## config.mk

```make
export PLATFORM = sky130hd
export DESIGN_NAME = fifo_axis2native_nbit_adapter
export DESIGN_NICKNAME = d
export VERILOG_FILES = /design/src/rtl/fifo_axis2native_nbit_adapter.sv
export SDC_FILE = /design/constraint.sdc
export NUM_CORES = 1
export LEC_CHECK = 0
export ABC_AREA = 1
export BUFFER_PORTS_ARGS = -buffer_cell sky130_fd_sc_hd__buf_2
export CORE_ASPECT_RATIO = 1.4
export CORE_MARGIN = 2
export CORE_UTILIZATION = 25
export DETAILED_ROUTE_END_ITERATION = 8
export MAX_ROUTING_LAYER = met4
export PLACE_DENSITY_LB_ADDON = 0.05
export SLEW_MARGIN = 40
export SYNTH_ARGS = -nofsm -noshare
export SYNTH_HDL_FRONTEND = slang
export SYNTH_SLANG_ARGS = --single-unit
```

## constraint.sdc

```tcl
create_clock -name s_clk -period 3.26 [get_ports s_clk]
set_input_delay 0.163 -clock s_clk [delete_from_list [all_inputs] [get_ports s_clk]]
set_output_delay 0.163 -clock s_clk [all_outputs]
set_load 0.01 [all_outputs]
```

## src/rtl/fifo_axis2native_nbit_adapter.sv

```systemverilog
// ---------------------------------------------------------------------------
// fifo_axis2native_nbit_adapter
//
// Bridges an AXI-Stream slave port onto the write side of a native FIFO.
// Incoming beats land in a small circular buffer. They are popped whenever
// the downstream FIFO is not programmably full, and then pass through
// DIN_PIPE_NUMBER register stages before reaching the FIFO write port.
// Because of these stages, the FIFO's prog_full threshold must leave room
// for the beats that are still in flight.
//
// Parameters
//   DATA_WIDTH      AXIS payload width
//   DIN_PIPE_NUMBER register stages between buffer pop and FIFO write (1..4)
//   BUF_DEPTH       buffer entries (power of two, >= 2)
//
// Ports
//   s_clk, s_rst          clock, asynchronous active-high reset
//   s_valid/s_ready       AXIS handshake
//   s_data, s_last        AXIS payload and end-of-packet
//   fifo_wren, fifo_din   native FIFO write port, din = {last, data}
//   fifo_prog_full        stops new pops from the buffer
//   fifo_full             native FIFO full, used only by the overflow check
//   wr_overflow           sticky: a write was issued while the FIFO was full
//
// Optional feature macro: AXIS2NATIVE_OVERFLOW_CHK_EN
//   When it is defined, the sticky overflow detector is built.
//   When it is undefined, wr_overflow is tied to 0.
// ---------------------------------------------------------------------------
module fifo_axis2native_nbit_adapter #(
  parameter int DATA_WIDTH      = 32,
  parameter int DIN_PIPE_NUMBER = 1,
  parameter int BUF_DEPTH       = 8
) (
  input  logic                  s_clk,
  input  logic                  s_rst,
  input  logic                  s_valid,
  output logic                  s_ready,
  input  logic [DATA_WIDTH-1:0] s_data,
  input  logic                  s_last,
  output logic                  fifo_wren,
  output logic [DATA_WIDTH:0]   fifo_din,
  input  logic                  fifo_prog_full,
  input  logic                  fifo_full,
  output logic                  wr_overflow
);

  localparam int PTR_W = $clog2(BUF_DEPTH);
  localparam int CNT_W = $clog2(BUF_DEPTH + 1);
  localparam logic [CNT_W-1:0] DEPTH_C = CNT_W'(BUF_DEPTH);

  logic [DATA_WIDTH:0]        mem_r [BUF_DEPTH];
  logic [PTR_W-1:0]           wr_ptr_r;
  logic [PTR_W-1:0]           rd_ptr_r;
  logic [CNT_W-1:0]           count_r;
  logic                       push_s;
  logic                       pop_s;
  logic [DIN_PIPE_NUMBER-1:0] pipe_valid_r;
  logic [DATA_WIDTH:0]        pipe_data_r [DIN_PIPE_NUMBER];

  // Ready depends only on the registered occupancy. A pop in the same cycle
  // does not free a slot until the next cycle, so there is no
  // s_valid -> s_ready path and no fifo_prog_full -> s_ready path.
  assign s_ready = (count_r < DEPTH_C);

  // Handshake decode for the buffer push and pop
  always_comb begin
    push_s = 1'b0;
    pop_s  = 1'b0;
    if (s_valid && s_ready) begin
      push_s = 1'b1;
    end else begin
      push_s = 1'b0;
    end
    if ((count_r != {CNT_W{1'b0}}) && !fifo_prog_full) begin
      pop_s = 1'b1;
    end else begin
      pop_s = 1'b0;
    end
  end

  // Buffer storage. It is deliberately not reset; it is only read behind count_r.
  always_ff @(posedge s_clk) begin
    if (push_s) begin
      mem_r[wr_ptr_r] <= {s_last, s_data};
    end
  end

  // Pointers and occupancy. The pointers wrap naturally because BUF_DEPTH is a power of two.
  always_ff @(posedge s_clk or posedge s_rst) begin
    if (s_rst) begin
      wr_ptr_r <= {PTR_W{1'b0}};
      rd_ptr_r <= {PTR_W{1'b0}};
      count_r  <= {CNT_W{1'b0}};
    end else begin
      if (push_s) begin
        wr_ptr_r <= wr_ptr_r + PTR_W'(1);
      end
      if (pop_s) begin
        rd_ptr_r <= rd_ptr_r + PTR_W'(1);
      end
      case ({push_s, pop_s})
        2'b10:   count_r <= count_r + CNT_W'(1);
        2'b01:   count_r <= count_r - CNT_W'(1);
        default: count_r <= count_r;
      endcase
    end
  end

  // Output pipeline. Stage 0 takes the popped entry and each later stage
  // takes the previous one. A stage's data is held when nothing advances into it.
  always_ff @(posedge s_clk or posedge s_rst) begin
    if (s_rst) begin
      pipe_valid_r <= {DIN_PIPE_NUMBER{1'b0}};
      for (int i = 0; i < DIN_PIPE_NUMBER; i++) begin
        pipe_data_r[i] <= {(DATA_WIDTH+1){1'b0}};
      end
    end else begin
      pipe_valid_r[0] <= pop_s;
      if (pop_s) begin
        pipe_data_r[0] <= mem_r[rd_ptr_r];
      end
      for (int i = 1; i < DIN_PIPE_NUMBER; i++) begin
        pipe_valid_r[i] <= pipe_valid_r[i-1];
        if (pipe_valid_r[i-1]) begin
          pipe_data_r[i] <= pipe_data_r[i-1];
        end
      end
    end
  end

  assign fifo_wren = pipe_valid_r[DIN_PIPE_NUMBER-1];
  assign fifo_din  = pipe_data_r[DIN_PIPE_NUMBER-1];

`ifdef AXIS2NATIVE_OVERFLOW_CHK_EN
  logic overflow_r;

  // Sticky flag: it sets on any write issued into a full FIFO and clears only on reset.
  always_ff @(posedge s_clk or posedge s_rst) begin
    if (s_rst) begin
      overflow_r <= 1'b0;
    end else if (fifo_wren && fifo_full) begin
      overflow_r <= 1'b1;
    end
  end

  assign wr_overflow = overflow_r;
`else
  logic unused_fifo_full;
  assign unused_fifo_full = fifo_full;
  assign wr_overflow      = 1'b0;
`endif

endmodule
```

== Word-level counts from Yosys, hierarchy flattened ==
Memory sizes are Yosys's and may differ from the RTL's. A register that Yosys moved wholly into a read port is not among the register bits.
Index checks and enable logic that the tools add are counted.
Word-level totals
  bits in read-only memories: 0
  bits of input ports: 38
  memories: 1
  latch bits: 0
  bits in writable memories: 264
  flip-flop bits (word level): 11
  output and inout port bits: 36
Operators by class
  equal/unequal tests: 2
  multiplexer cells: 5
  bitwise operators: 0
  add/sub/neg operators: 4
  divide/modulo/power cells: 0
  $lt $le $gt $ge: 1
  $mul: 0
  shift operators: 0
  reductions and logical operators: 5
Memories
  mem_r: depth 8, width 33, rd ports 1, clocked after Yosys merged registers in 1, wr ports 1, line 51  | logic [DATA_WIDTH:0] mem_r [BUF_DEPTH];
Operators by type and width (number)
  $pmux W4 S2: 1
  $add A3 B1 Y3 const B: 2
  $add A4 B1 Y4 const B: 1
  $lt A4 B4 Y1 const B: 1
  $mux W1: 4
  $reduce_bool A4 Y1: 1
  $sub A4 B1 Y4 const B: 1
  $eq A2 B1 Y1 const B: 1
  $eq A2 B2 Y1 const B: 1
  $logic_and A1 B1 Y1: 2
  $reduce_bool A2 Y1: 1
  $logic_not A1 Y1: 1

== Longest topological paths before layout ==
Gate-level depths: netlist (run 1).
  word-level depth: 5
  depth in mapped cells: 14
  depth with buffers taken out: 13

== Least setup slack after synthesis (run 1) ==
Ideal clock, no wire load.
  path kind: register to register
  start point: register count_r[3]
  end point: memory mem_r[0][0] in the netlist's numbering (enable)
  path slack: 0.492 ns
  cell stages (with the launch flop): 5
  data required time: 2.837 ns
  data arrival time: 2.345 ns
  cell sequence: dfrtp_1 inv_1 nand2_1 or2_2 nor2_1
Between the ends
  cells in the longest elaborated chain, start to end: 5
Ends and longest elaborated chain
  from (decl): line 54  | logic [CNT_W-1:0] count_r;
  from (signal assigned): line 93  | count_r <= {CNT_W{1'b0}};
  from (signal assigned): line 102  | 2'b10: count_r <= count_r + CNT_W'(1);
  from (signal assigned): line 103  | 2'b01: count_r <= count_r - CNT_W'(1);
  $lt A4 B4 Y1: line 63  | assign s_ready = (count_r < DEPTH_C);
  net s_ready: line 37  | output logic s_ready,
  $logic_and A1 B1 Y1: line 69  | if (s_valid && s_ready) begin
  $mux W1: line 69
  $mux W1: line 83  | if (push_s) begin
  $mux W1 (implied by the code): line 84  | mem_r[wr_ptr_r] <= {s_last, s_data};
  to (decl): line 51
The timed path passes the listed nets, and every way through them passes these cells.

== Worst setup path after layout (run 1) ==
  start point: register count_r[3]
  end point: memory mem_r[6][10] in the netlist's numbering (enable)
Between the ends
  cells in the longest elaborated chain, start to end: 5
Ends and longest elaborated chain (line)
  $lt A4 B4 Y1: 63
  $logic_and A1 B1 Y1: 69
  $mux W1: 69
  $mux W1: 83
  $mux W1 (implied by the code): 84
Every way passes these cells.

==> summary.md, run 1 <==
The required time of the critical path is 3.46 ns, and the clock insertion delay at the later pin of the skew report is 0.52 ns. The tools report the I/O pin count as 74. The critical path goes through inv_1 -> nand2_1 -> or2_2 -> nor2_4 -> buf_12. On the final layout, the worst hold slack is 0.151 ns. The logs give 1274 for the net count after synthesis and 25.4% for the starting density of the core. The count of nets left with antenna violations once routing finished came out at 0.

On the critical path, the stage with the largest delay is an instance of sky130_fd_sc_hd__nor2_4. Summed over all failing endpoints, the final setup total negative slack is 0 ns. At the pin with the least slew margin, the transition time is 0.763 ns. For the worst setup path, the data arrival time is 2.32 ns.

Hold violation total from the final report: 0. Synthesis produced 1230 cells. The area of the core was 51100 µm²; the cell area after synthesis was 13000 µm². The critical path is of the flip-flop to flip-flop type. Layout overhead on the synthesized area: 20.2%.

Clock tree synthesis selected as its root buffer the cell sky130_fd_sc_hd__clkbuf_16. The count of warnings emitted by yosys was 0. Counting I/O delays and the setup requirement, the final critical path takes 2.12 ns. The congestion estimate from routability-driven global placement came to 0.657. Summed over all cells, the static leakage comes to 0.00675 µW. The wire-length estimate of the detail-placed layout is 17.8 mm. The synthesized flop and latch total is 308, and the number of core rows is 98. The final layout contains routed wiring with a total length of 35.4 mm.

Leaving out filler cells and counting taps, the final layout contains 2018. The overflow left after global routing came out at 0. After detailed routing, the number of remaining DRC violations is 0. The tools report the number of antenna violations at the first check in global routing as 1. STA classifies the critical path startpoint as a flip-flop. The clock-pin slew of the registers on the worst-case setup and hold paths works out to 0.06 ns. In this run the worst hold path is classified as input port to async pin.

The die covers 53800 µm². The clock tree synthesis step divided the H-tree into 2 levels. Global routing usage summed across all routing layers: 14.0%. The final worst slack is 1.14 ns, and the final setup violation count is 0. The filler cell count in the final layout was 5232; the number of nets in the finished design was 1385. Setup repair after global routing left no endpoint under its margin.

The DRC marker count from the first detailed-route iteration is 379, and the fraction of the yosys area taken by sequential cells is 69.6%. The type of destination of the critical path is a flip-flop. Registers take 9030 µm².

Pin count of the biggest net entering global routing: 134. In the layout the commonest cells are sky130_fd_sc_hd__nand2_1, sky130_fd_sc_hd__edfxtp_1, sky130_fd_sc_hd__inv_1. The first global-routing pass estimated 53.5 mm of wire. The tool flagged a number of max-cap violations equal to 0.

The clock net in this run drives a total of 308 sinks. The die extent in y was 274 µm; the average size of a mapped cell was 10.6 µm². The width of the die came out at 197 µm.

The run gives 8466 as the via count of the first global-routing pass. The final count of pins violating max slew came out at 0. The largest fanout of any net on the critical path was 23.

Cells fill 30.5% of the core in the end. The count of input and output buffers was 71; the per-cell routed wire length was 17.5 µm. The largest clock skew in the final design was 0.0107 ns; the number of placed cells counting well taps was 1919. Count of different cell masters after synthesis: 22. Cells with a size suffix above 1 make up 12.1% of the layout. The power per cell area came out at 856 nW/µm².

IR analysis of the VDD net gives a maximum drop of 0.440 mV. The run gives 5 as the total iterations of the first detailed-routing run. The tools report the total CTS buffers as 35.

The run finished with clean final reports. The overall via count from detail_route was 8304. The worst stage delay on the critical path was 0.43 ns. The worst relative slew slack is 49.2%, and the number of buffers on the longest clock path is 3. Timing analysis after detailed placement gives a worst setup slack of 1.09 ns. The worst path uses 64.9% of the clock period. Area taken by multi-input logic gates: 2850 µm².

TritonCTS built the clock tree. After detailed routing, the number of vias per cell comes to 4.11. Based on the critical path, the design can be clocked at up to 473 MHz. Leaving out fill and tap cells, the most frequent cell in the layout is sky130_fd_sc_hd__nand2_1.
where the power goes:
part | internal (µW) | switching [µW] | total [µW]
registers | 4970 | 222 | 5190
clock network | 2300 | 1570 | 3870
logic | 1290 | 3000 | 4290
total | 8550 | 4800 | 13400
flip-flops by register name, summed over array words and instances, names as in the netlist:
signal and count:
mem_r 264, rd_ptr_r 3, fifo_wren 1, count_r 4, wr_ptr_r 3, fifo_din 33
cell families after synthesis:
family                   count (synthesis)  synth area share, %
AO/OA/AOI/OAI                            4                0.154
XOR/XNOR                                 4                0.270
adder cells (fa/ha/maj)                  6                0.636
buffers and inverters                  270                 8.91
flip-flops                             308                 69.6
other                                    1               0.0289
AND/OR/NAND/NOR                        637                 20.4
Yosys cell counts:
| library cell | number | area [µm²] |
|---|---|---|
| sky130_fd_sc_hd__buf_6 | 12 | 135 |
| sky130_fd_sc_hd__clkinv_1 | 1 | 3.75 |
| sky130_fd_sc_hd__fa_1 | 1 | 20.0 |
| sky130_fd_sc_hd__nor2_1 | 10 | 37.5 |
| sky130_fd_sc_hd__or2_2 | 2 | 12.5 |
| sky130_fd_sc_hd__nand2_1 | 422 | 1580 |
| sky130_fd_sc_hd__nand3_1 | 202 | 1010 |
| sky130_fd_sc_hd__buf_4 | 4 | 30.0 |
| sky130_fd_sc_hd__conb_1 | 1 | 3.75 |
| sky130_fd_sc_hd__nand2_2 | 1 | 6.26 |
| sky130_fd_sc_hd__dfrtp_1 | 44 | 1100 |
| sky130_fd_sc_hd__ha_1 | 5 | 62.6 |
| sky130_fd_sc_hd__buf_2 | 28 | 140 |
| sky130_fd_sc_hd__edfxtp_1 | 264 | 7930 |
| sky130_fd_sc_hd__buf_1 | 5 | 18.8 |
| sky130_fd_sc_hd__inv_4 | 1 | 6.26 |
| sky130_fd_sc_hd__inv_1 | 207 | 777 |
| sky130_fd_sc_hd__o21ai_0 | 4 | 20.0 |
| sky130_fd_sc_hd__xnor2_1 | 1 | 8.76 |
| sky130_fd_sc_hd__inv_2 | 3 | 11.3 |
| sky130_fd_sc_hd__clkbuf_1 | 9 | 33.8 |
| sky130_fd_sc_hd__xor2_1 | 3 | 26.3 |
layer usage:
metal / up-vias / share of wire, % / track usage [%]
met1: 3977 / 46 / 17.4
met4: 0 / 2.4 / 4.29
li1: 4156 / - / -
met5: - / 0 / -
met3: 50 / 3.1 / 2.03
met2: 121 / 49 / 23.5
area by class of cell:
cell class	instances	share of cell area, %
inverter	212	5.12
timing repair buffer	132	6.28
multi-input combinational	652	18.3
antenna	1	0.0160
clock buffer	49	6.42
tap	650	5.21
sequential	308	57.9
clock inverter	14	0.730
metrics by stage:
stage | cell area [µm²] | total power (µW)
floorplan | 13000 | 8100
global placement | 14100 | 9700
detailed placement | 14100 | 9710
CTS | 15600 | 13700
global route | 15600 | 14300
finish | 15600 | 13400
what timing repair did:
| item | 4_1_cts | 5_1_grt |
|---|---|---|
| endpoints found under the setup margin | 0 | 0 |
| hold buffers | 35 | 0 |
| buffers inserted | 0 | 0 |
| resized for setup | 0 | 0 |
| endpoints found under the hold margin | 276 | 0 |
path summary, 6_finish.rpt:
| kind | startpoint | to | slack [ns] | cells after the start |
|---|---|---|---|---|
| max in group asynchronous | s_rst | rd_ptr_r[0] | 2.12 | 4 |
| setup reg to reg | count_r[3] | mem_r[6][10] | 1.14 | 5 |
| hold / removal | s_rst | fifo_din[13] | 0.15 | 3 |
| hold reg to reg | fifo_din[21] | fifo_din[21] | 0.47 | 2 |
| min in group s_clk | fifo_prog_full | count_r[0] | 0.30 | 6 |
| setup / recovery | count_r[3] | mem_r[6][10] | 1.14 | 5 |
critical path, delay by kind of cell, from the launching register on:
family,cells,cell delay (ns)
AND/OR/NAND/NOR,3,0.98
flip-flops,1,0.41
buffers and inverters,2,0.40
Power figures use the tool's default switching activity.
==> run 2: changes to the inputs <==
ABC_AREA = 0   (was 1)
clock period = 2.05 ns   (was 3.26 ns; I/O delays follow)
==> summary.md, run 2 <==
The filler cell count in the final layout was 4591; the starting density of the core was 25.4%. Port buffering added 71 buffers. For this design, the slowest cell found on the critical path is sky130_fd_sc_hd__or4_1.

In the post-synthesis netlist, the cell with the most instances is sky130_fd_sc_hd__edfxtp_1. Setup repair after global routing could not meet its margin everywhere. The hold violation total from the final report is 0. In the post-synthesis netlist, the biggest area contributors are sky130_fd_sc_hd__edfxtp_1, sky130_fd_sc_hd__mux2i_1, sky130_fd_sc_hd__dfrtp_1. Ranked by instance count, the synthesized netlist is headed by sky130_fd_sc_hd__edfxtp_1, sky130_fd_sc_hd__mux2i_1, sky130_fd_sc_hd__nand2_1, sky130_fd_sc_hd__a22oi_1, sky130_fd_sc_hd__dfrtp_1. The number of sinks driven by the clock tree was 308. The half-perimeter wire length after detailed placement was 17.8 mm. The logs give 3 for the number of buffers on the longest clock path and 2 for the number of antenna violations at the first check in global routing.

Counting flops and latches in the post-synthesis netlist gives 308. For this block, the initial DRC count from the detailed router was 336. The total routed wire length on the met1 layer came out at 13.1 mm. The register with the most flip-flops is mem_r. STA classifies the critical path startpoint as a flip-flop. Subtracting the final worst setup slack from the clock period gives 2.13 ns. In this run the power density over the cells is 1380 nW/µm².

The via count of the first global-routing pass was 6887; the transition time at the pin with the least slew margin was 0.633 ns. In this run the vertical extent of the chip is 263 µm. The layout overhead on the synthesized area was 25.0%.

For this run, the slowest stage of the critical path takes 0.42 ns. For the number of antenna-violating nets in the routed design, the log shows 0. TritonCTS built the clock tree. The logs give 0.0159 ns for the largest clock skew in the final design and -0.08 ns for the internal reg-to-reg setup slack.

Number of nets in the finished design: 891. The top cell types in the final layout, fill and taps aside, are sky130_fd_sc_hd__edfxtp_1, sky130_fd_sc_hd__mux2i_1, sky130_fd_sc_hd__nand2_1. The average via count per standard cell came out at 4.31.

The logs give 47200 µm² for the area of the core and 2.50 ns for the required time of the critical path. The run gives -0.0840 ns as the final worst slack. Post-placement worst setup slack: -0.0764 ns. The run finished, with violations left.

The highest metal layer carrying signal wires in the routed design is met4. VDD sags by at most 0.557 mV. The top cell type by area accounts for 66.3% of the synthesized area. Entering global routing, the biggest net connects 37 pins. Clock-pin slew was measured on the worst setup and hold paths at 0.06 ns. The fraction of the yosys area taken by sequential cells is 75.5%. Most used flip-flop cell after synthesis: sky130_fd_sc_hd__edfxtp_1.

The critical path goes through nor4_2 -> or2_4 -> inv_8 -> ha_4 -> ha_4 -> a21o_1 -> a21oi_1 -> or4_1 -> nand3_2. Detailed routing placed a total of 15.7 mm of wire on met2. The pre-antenna-repair detailed-routing pass consisted of 4 iterations.

Once layout is complete, the utilization of the core stands at 31.7%. Among the stages of the critical path, the cell type that occurs most often is sky130_fd_sc_hd__ha_4. The aggregate routed wire length came out at 30.2 mm. For this run, the total global-route usage over all layers was measured as 12.7%. At the end of routability-driven placement, the weighted congestion stood at 0.698. For the synthesized instance count, the log shows 704. The tools report the library cell used as clock root buffer as sky130_fd_sc_hd__clkbuf_16.

The run gives 35 as the total CTS buffers. Overall die area: 49700 µm². Count of different cell masters after synthesis: 35.

The tool flagged a number of max-cap violations equal to 0. Detailed routing inserted a total of 6459 vias. Of all nets on the critical path, the largest fanout is 3. Residual DRC count: 0. For the wire length on met3, the log shows 984 µm. The final critical-path share of the clock period came out at 104%. The largest total area in the synthesized netlist belongs to sky130_fd_sc_hd__edfxtp_1.

On the final layout, the worst hold slack is 0.0891 ns. The number of nets handed over by synthesis was 748. The clock tree synthesis step divided the H-tree into 2 levels. The tools report the data arrival time of the critical path as 2.58 ns.

The buffer and inverter count on the worst path came out at 1. The proportion of synthesized flip-flops having asynchronous set or reset is 14.3%. The type of destination of the critical path is a flip-flop.

The leakage power of the design is 0.00555 µW, and the width of the die is 189 µm. Number of flops mapped to enable cells by yosys: 264. Yosys printed 0 warnings. In this run the mean area of a mapped cell was 17.0 µm². Cells with a size suffix above 1 make up 20.9% of the layout.

The logs give 0 for the overflow left after global routing and 74 for the I/O pin count. Wire length of the first global-routing pass: 45.5 mm. After synthesis the cells add up to 12000 µm². The tools report the final count of pins violating max slew as 0. The final reports fail on negative setup slack. By startpoint and endpoint, the worst setup path is classified as flip-flop to flip-flop. Total power for the finished layout comes to 20600 µW. On the critical path the largest part of the delay comes from simple AND/OR/NAND/NOR gates. Path category of the worst min-delay check: input port to flip-flop. The register with the most flip-flops in the layout has 264 of them. For the number of core rows, the log shows 94. The clock reaches the later pin of the worst-skew pair after 0.52 ns.

The highest achievable clock rate is 469 MHz, and the final setup violation count is 1. The worst pin sits at a relative slew slack of 57.8%. The most frequent standard cell in the layout excluding fill and tap cells is sky130_fd_sc_hd__edfxtp_1. In the final routed layout, each cell accounts on average for 20.2 µm.
run 2: final timing paths:
kind,from,end,cells after the start
max,count_r[3],count_r[3],9
min,s_valid,wr_ptr_r[0],4
max reg2reg,count_r[3],count_r[3],9
min reg2reg,fifo_din[4],fifo_din[4],2
max in group asynchronous,s_rst,fifo_din[8],4
min in group asynchronous,s_rst,fifo_din[21],3
run 2: stage by stage:
stage	cells	setup TNS (ns)	cell area, µm²
floorplan	704	-19.93	12100
global placement	1400	-0.0502	13500
detailed placement	1400	-0.0764	13500
CTS	1498	-0.0785	14900
global route	1499	-0.160	15000
finish	1499	-0.0840	15000
run 2: per-layer routing:
metal  track usage (%)  vias up
li1                  -     2999
met1              15.7     3310
met2              21.7      112
met3              2.06       38
met4              3.46        0
met5                 -        -
run 2: kinds of logic after synthesis:
group,count (synthesis),synth area share (%)
flip-flops,308,75.5
multiplexers,134,11.2
AND/OR/NAND/NOR,132,4.79
AO/OA/AOI/OAI,71,4.40
buffers and inverters,46,2.97
adder cells (fa/ha/maj),6,0.690
XOR/XNOR,6,0.439
other,1,0.0313
run 2: repair_timing:
item | in CTS | in global routing
pin swaps | 2 | 1
hold buffers | 34 | 0
endpoints found under the setup margin | 1 | 2
cloned | 0 | 0
resized for setup | 3 | 2
setup buffers | 0 | 0
endpoints found under the hold margin | 286 | 0
run 2: layout make-up:
cell class | instances | area (µm²) | area share [%]
timing repair buffer | 145 | 1260 | 8.42
clock inverter | 19 | 179 | 1.20
sequential | 308 | 9030 | 60.4
multi-input combinational | 350 | 2730 | 18.2
tap | 624 | 781 | 5.22
inverter | 7 | 35.0 | 0.234
clock buffer | 45 | 935 | 6.25
antenna | 1 | 2.50 | 0.0167
run 2: power by group:
group / internal (µW) / leakage (µW) / total, µW / switching [µW]
clock: 3610 / 0.000543 / 6080 / 2460
combinational: 2560 / 0.00209 / 6210 / 3650
sequential: 7850 / 0.00291 / 8310 / 464
total: 14000 / 0.00555 / 20600 / 6570
run 2: tightest hold or removal path: stages:
cell and delay, ns:
sky130_fd_sc_hd__buf_2 0.08, sky130_fd_sc_hd__nor2b_2 0.14, sky130_fd_sc_hd__buf_4 0.17, sky130_fd_sc_hd__xor2_1 0.07
==> run 3: changes to the inputs <==
CAP_MARGIN = 20   (was not set)
CTS_BUF_LIST = sky130_fd_sc_hd__clkbuf_4 sky130_fd_sc_hd__clkbuf_8   (was not set)
==> summary.md, run 3 (synthesis results as in run 2) <==
The pin count of the biggest net entering global routing was 37. At the worst endpoint, the arrival time is 2.61 ns. Library cell used as clock root buffer: sky130_fd_sc_hd__clkbuf_8. No sink is reached through more buffers than the 3 on the longest clock path.

Leakage power of the design: 0.00560 µW. Before antenna repair, the detailed router went through 4 iterations. The number of core rows was 94; the global routing usage summed across all routing layers was 12.9%. For the final count of pins violating max slew, the log shows 0. The aggregate routed wire length came out at 30.7 mm. The flow ran to the end, but the final reports show violations. In this run the worst path has a maximum fanout of 4. With fillers left out, the area of the finished cells amounts to 14900 µm². In the layout the commonest cells are sky130_fd_sc_hd__edfxtp_1, sky130_fd_sc_hd__mux2i_1, sky130_fd_sc_hd__nand2_1. In this run the power spent charging and discharging nets is 6620 µW. For the final setup violation count, the log shows 1. The count of input and output buffers works out to 71.

Maximum level of the CTS H-tree: 2. Using the TritonRoute via totals, the vias-per-cell ratio works out to 4.30. The worst stage delay on the critical path was 0.38 ns; the routability congestion estimate was 0.698. From bottom edge to top edge, the die measures 263 µm. The DRC marker count from the first detailed-route iteration was 327.

Slowest cell on the critical path: sky130_fd_sc_hd__dfrtp_1. From synthesis to final layout, the design area changed by 24.9%. The tool flagged a number of max-cap violations equal to 0. The register with the most flip-flops was mem_r.

Clock skew on the completed layout was measured at 0.0269 ns. Overall via count from detail_route: 6609. Counting every sink on the clock net gives 308. The worst setup path is captured at a flip-flop. The hold violation total from the final report is 0.

The tools report the total CTS buffers as 53. For the final worst slack, the log shows -0.0974 ns. Traced cell by cell, the critical path runs through nor4_2 -> or2_4 -> inv_8 -> ha_4 -> ha_1 -> a2111oi_2 -> nand3b_1 -> nand3_2. Cells fill 31.7% of the core in the end. The required time of the critical path came out at 2.51 ns.

The critical path is of the flip-flop to flip-flop type. The per-cell routed wire length works out to 19.9 µm. The worst setup path is launched from a flip-flop.

The half-perimeter wire length after detailed placement came out at 17.8 mm. The final critical-path share of the clock period works out to 105%. After detailed routing, the number of remaining DRC violations is 0.

The buffer and inverter count on the worst path was 1. In this run the power density over the cells is 1350 nW/µm². Grouping stages by cell kind, the critical path spends the most delay in simple AND/OR/NAND/NOR gates. The path category of the worst min-delay check is input port to async pin. The run gives 30.8% as the combinational power share. TritonCTS built the clock tree. Filler cell count in the final layout: 4609.

For the pin with the worst max-slew slack, the measured transition is 0.724 ns. Clock-pin slew was measured on the worst setup and hold paths at 0.06 ns. The logs give 41.2% for the sequential group share of total power and 49700 µm² for the overall die area. The overflow left after global routing came out at 0.

The most frequent standard cell in the layout excluding fill and tap cells is sky130_fd_sc_hd__edfxtp_1. Via count of the first global-routing pass: 7091. The internal portion of the total power is 13600 µW. The number of flip-flops under the largest register name works out to 264.

The checks that failed: negative setup slack. Buffers added to address setup during post-CTS repair amount to 0. Measured along the x axis, the die boundary spans 189 µm.

The total area inside the core boundary comes to 47200 µm². The tools report the clock insertion delay at the later pin of the skew report as 0.61 ns. Across the VDD grid, the largest voltage drop is 0.551 mV.

Of the cells placed in the final design, the portion with a size suffix greater than 1 is 24.9%. Static timing analysis puts the maximum clock frequency at 466 MHz. Summing all placed instances gives a cell area of 13500 µm². The final layout contains 910 nets. The I/O pin count came out at 74. For the number of antenna-violating nets in the routed design, the log shows 0. The worst register-to-register path begins at count_r[3]. Setup repair after global routing could not meet its margin everywhere.

Per report_power, the clock group accounts for 28.0% of the total. The switching portion of total power works out to 32.8%. For this configuration, the core starts out at a cell density of 25.4%. In this run the tightest slew margin relative to its limit is 51.6%. The post-layout minimum cycle time is 2.15 ns, and the number of antenna violations at the first check in global routing is 3. The first global-routing pass estimated 46.2 mm of wire. The tools report the startpoint of the most critical setup path as count_r[3].
run 3: changes by cell type in the layout (fill, tap and decap cells not counted), moves of 2 or more:
cell,previous run,this run
sky130_fd_sc_hd__bufinv_16,3,0
sky130_fd_sc_hd__clkbuf_1,9,0
sky130_fd_sc_hd__clkbuf_16,36,0
sky130_fd_sc_hd__clkbuf_4,0,24
sky130_fd_sc_hd__clkbuf_8,0,61
sky130_fd_sc_hd__clkinv_2,7,5
run 3: routing by layer:
metal | GRT usage (%) | vias to the layer above | wire [µm]
met5 | - | - | 0
met3 | 2.35 | 65 | 1080
met2 | 21.9 | 134 | 15800
met4 | 4.08 | 0 | 673
met1 | 15.6 | 3364 | 13100
li1 | - | 3046 | -
run 3: tightest hold or removal path, cell delays in order:
cell                            delay, ns
sky130_fd_sc_hd__dlygate4sd3_1       0.52
sky130_fd_sc_hd__buf_2               0.12
sky130_fd_sc_hd__inv_2               0.52
run 3: power groups by stage:
stage	Combinational [µW]	Sequential (µW)	Clock [µW]
2_1_floorplan	3900	8500	0
3_3_place_gp	6230	8420	0
3_5_place_dp	6320	8450	0
4_1_cts	6410	8330	5920
5_1_grt	6850	8430	6180
6_report	6210	8320	5660
run 3: worst paths after layout:
kind / to / slack, ns / cells after the start
max reg2reg: count_r[3] / -0.1 / 8
max in group asynchronous: fifo_din[15] / 1.26 / 4
min: fifo_din[21] / 0.17 / 3
min in group s_clk: count_r[1] / 0.20 / 5
max: count_r[3] / -0.1 / 8
min reg2reg: fifo_din[4] / 0.47 / 2
run 3: through the flow:
stage	hold WS, ns	instances	setup slack, ns	TNS [ns]	power [µW]
after floorplan	0.201	704	-0.178	-19.93	12400
after global placement	0.281	1400	-0.0502	-0.0502	14600
after detailed placement	0.287	1400	-0.0764	-0.0764	14800
after CTS	0.154	1535	-0.0768	-0.0768	20700
after global routing	0.185	1537	-0.159	-0.159	21500
final	0.168	1537	-0.0974	-0.0974	20200
run 3: area by class of cell:
class	instances	area, µm²	share of cell area [%]
antenna	2	5.00	0.0335
clock buffer	85	1020	6.82
multi-input combinational	350	2730	18.3
clock inverter	15	75.1	0.502
tap	624	781	5.22
inverter	7	33.8	0.226
sequential	308	9030	60.4
timing repair buffer	146	1270	8.49
run 3: what timing repair did:
action | CTS | global route
endpoints found under the setup margin | 1 | 2
hold endpoints to repair | 287 | 0
resized for setup | 3 | 2
hold buffers | 35 | 0
pin swaps | 2 | 1
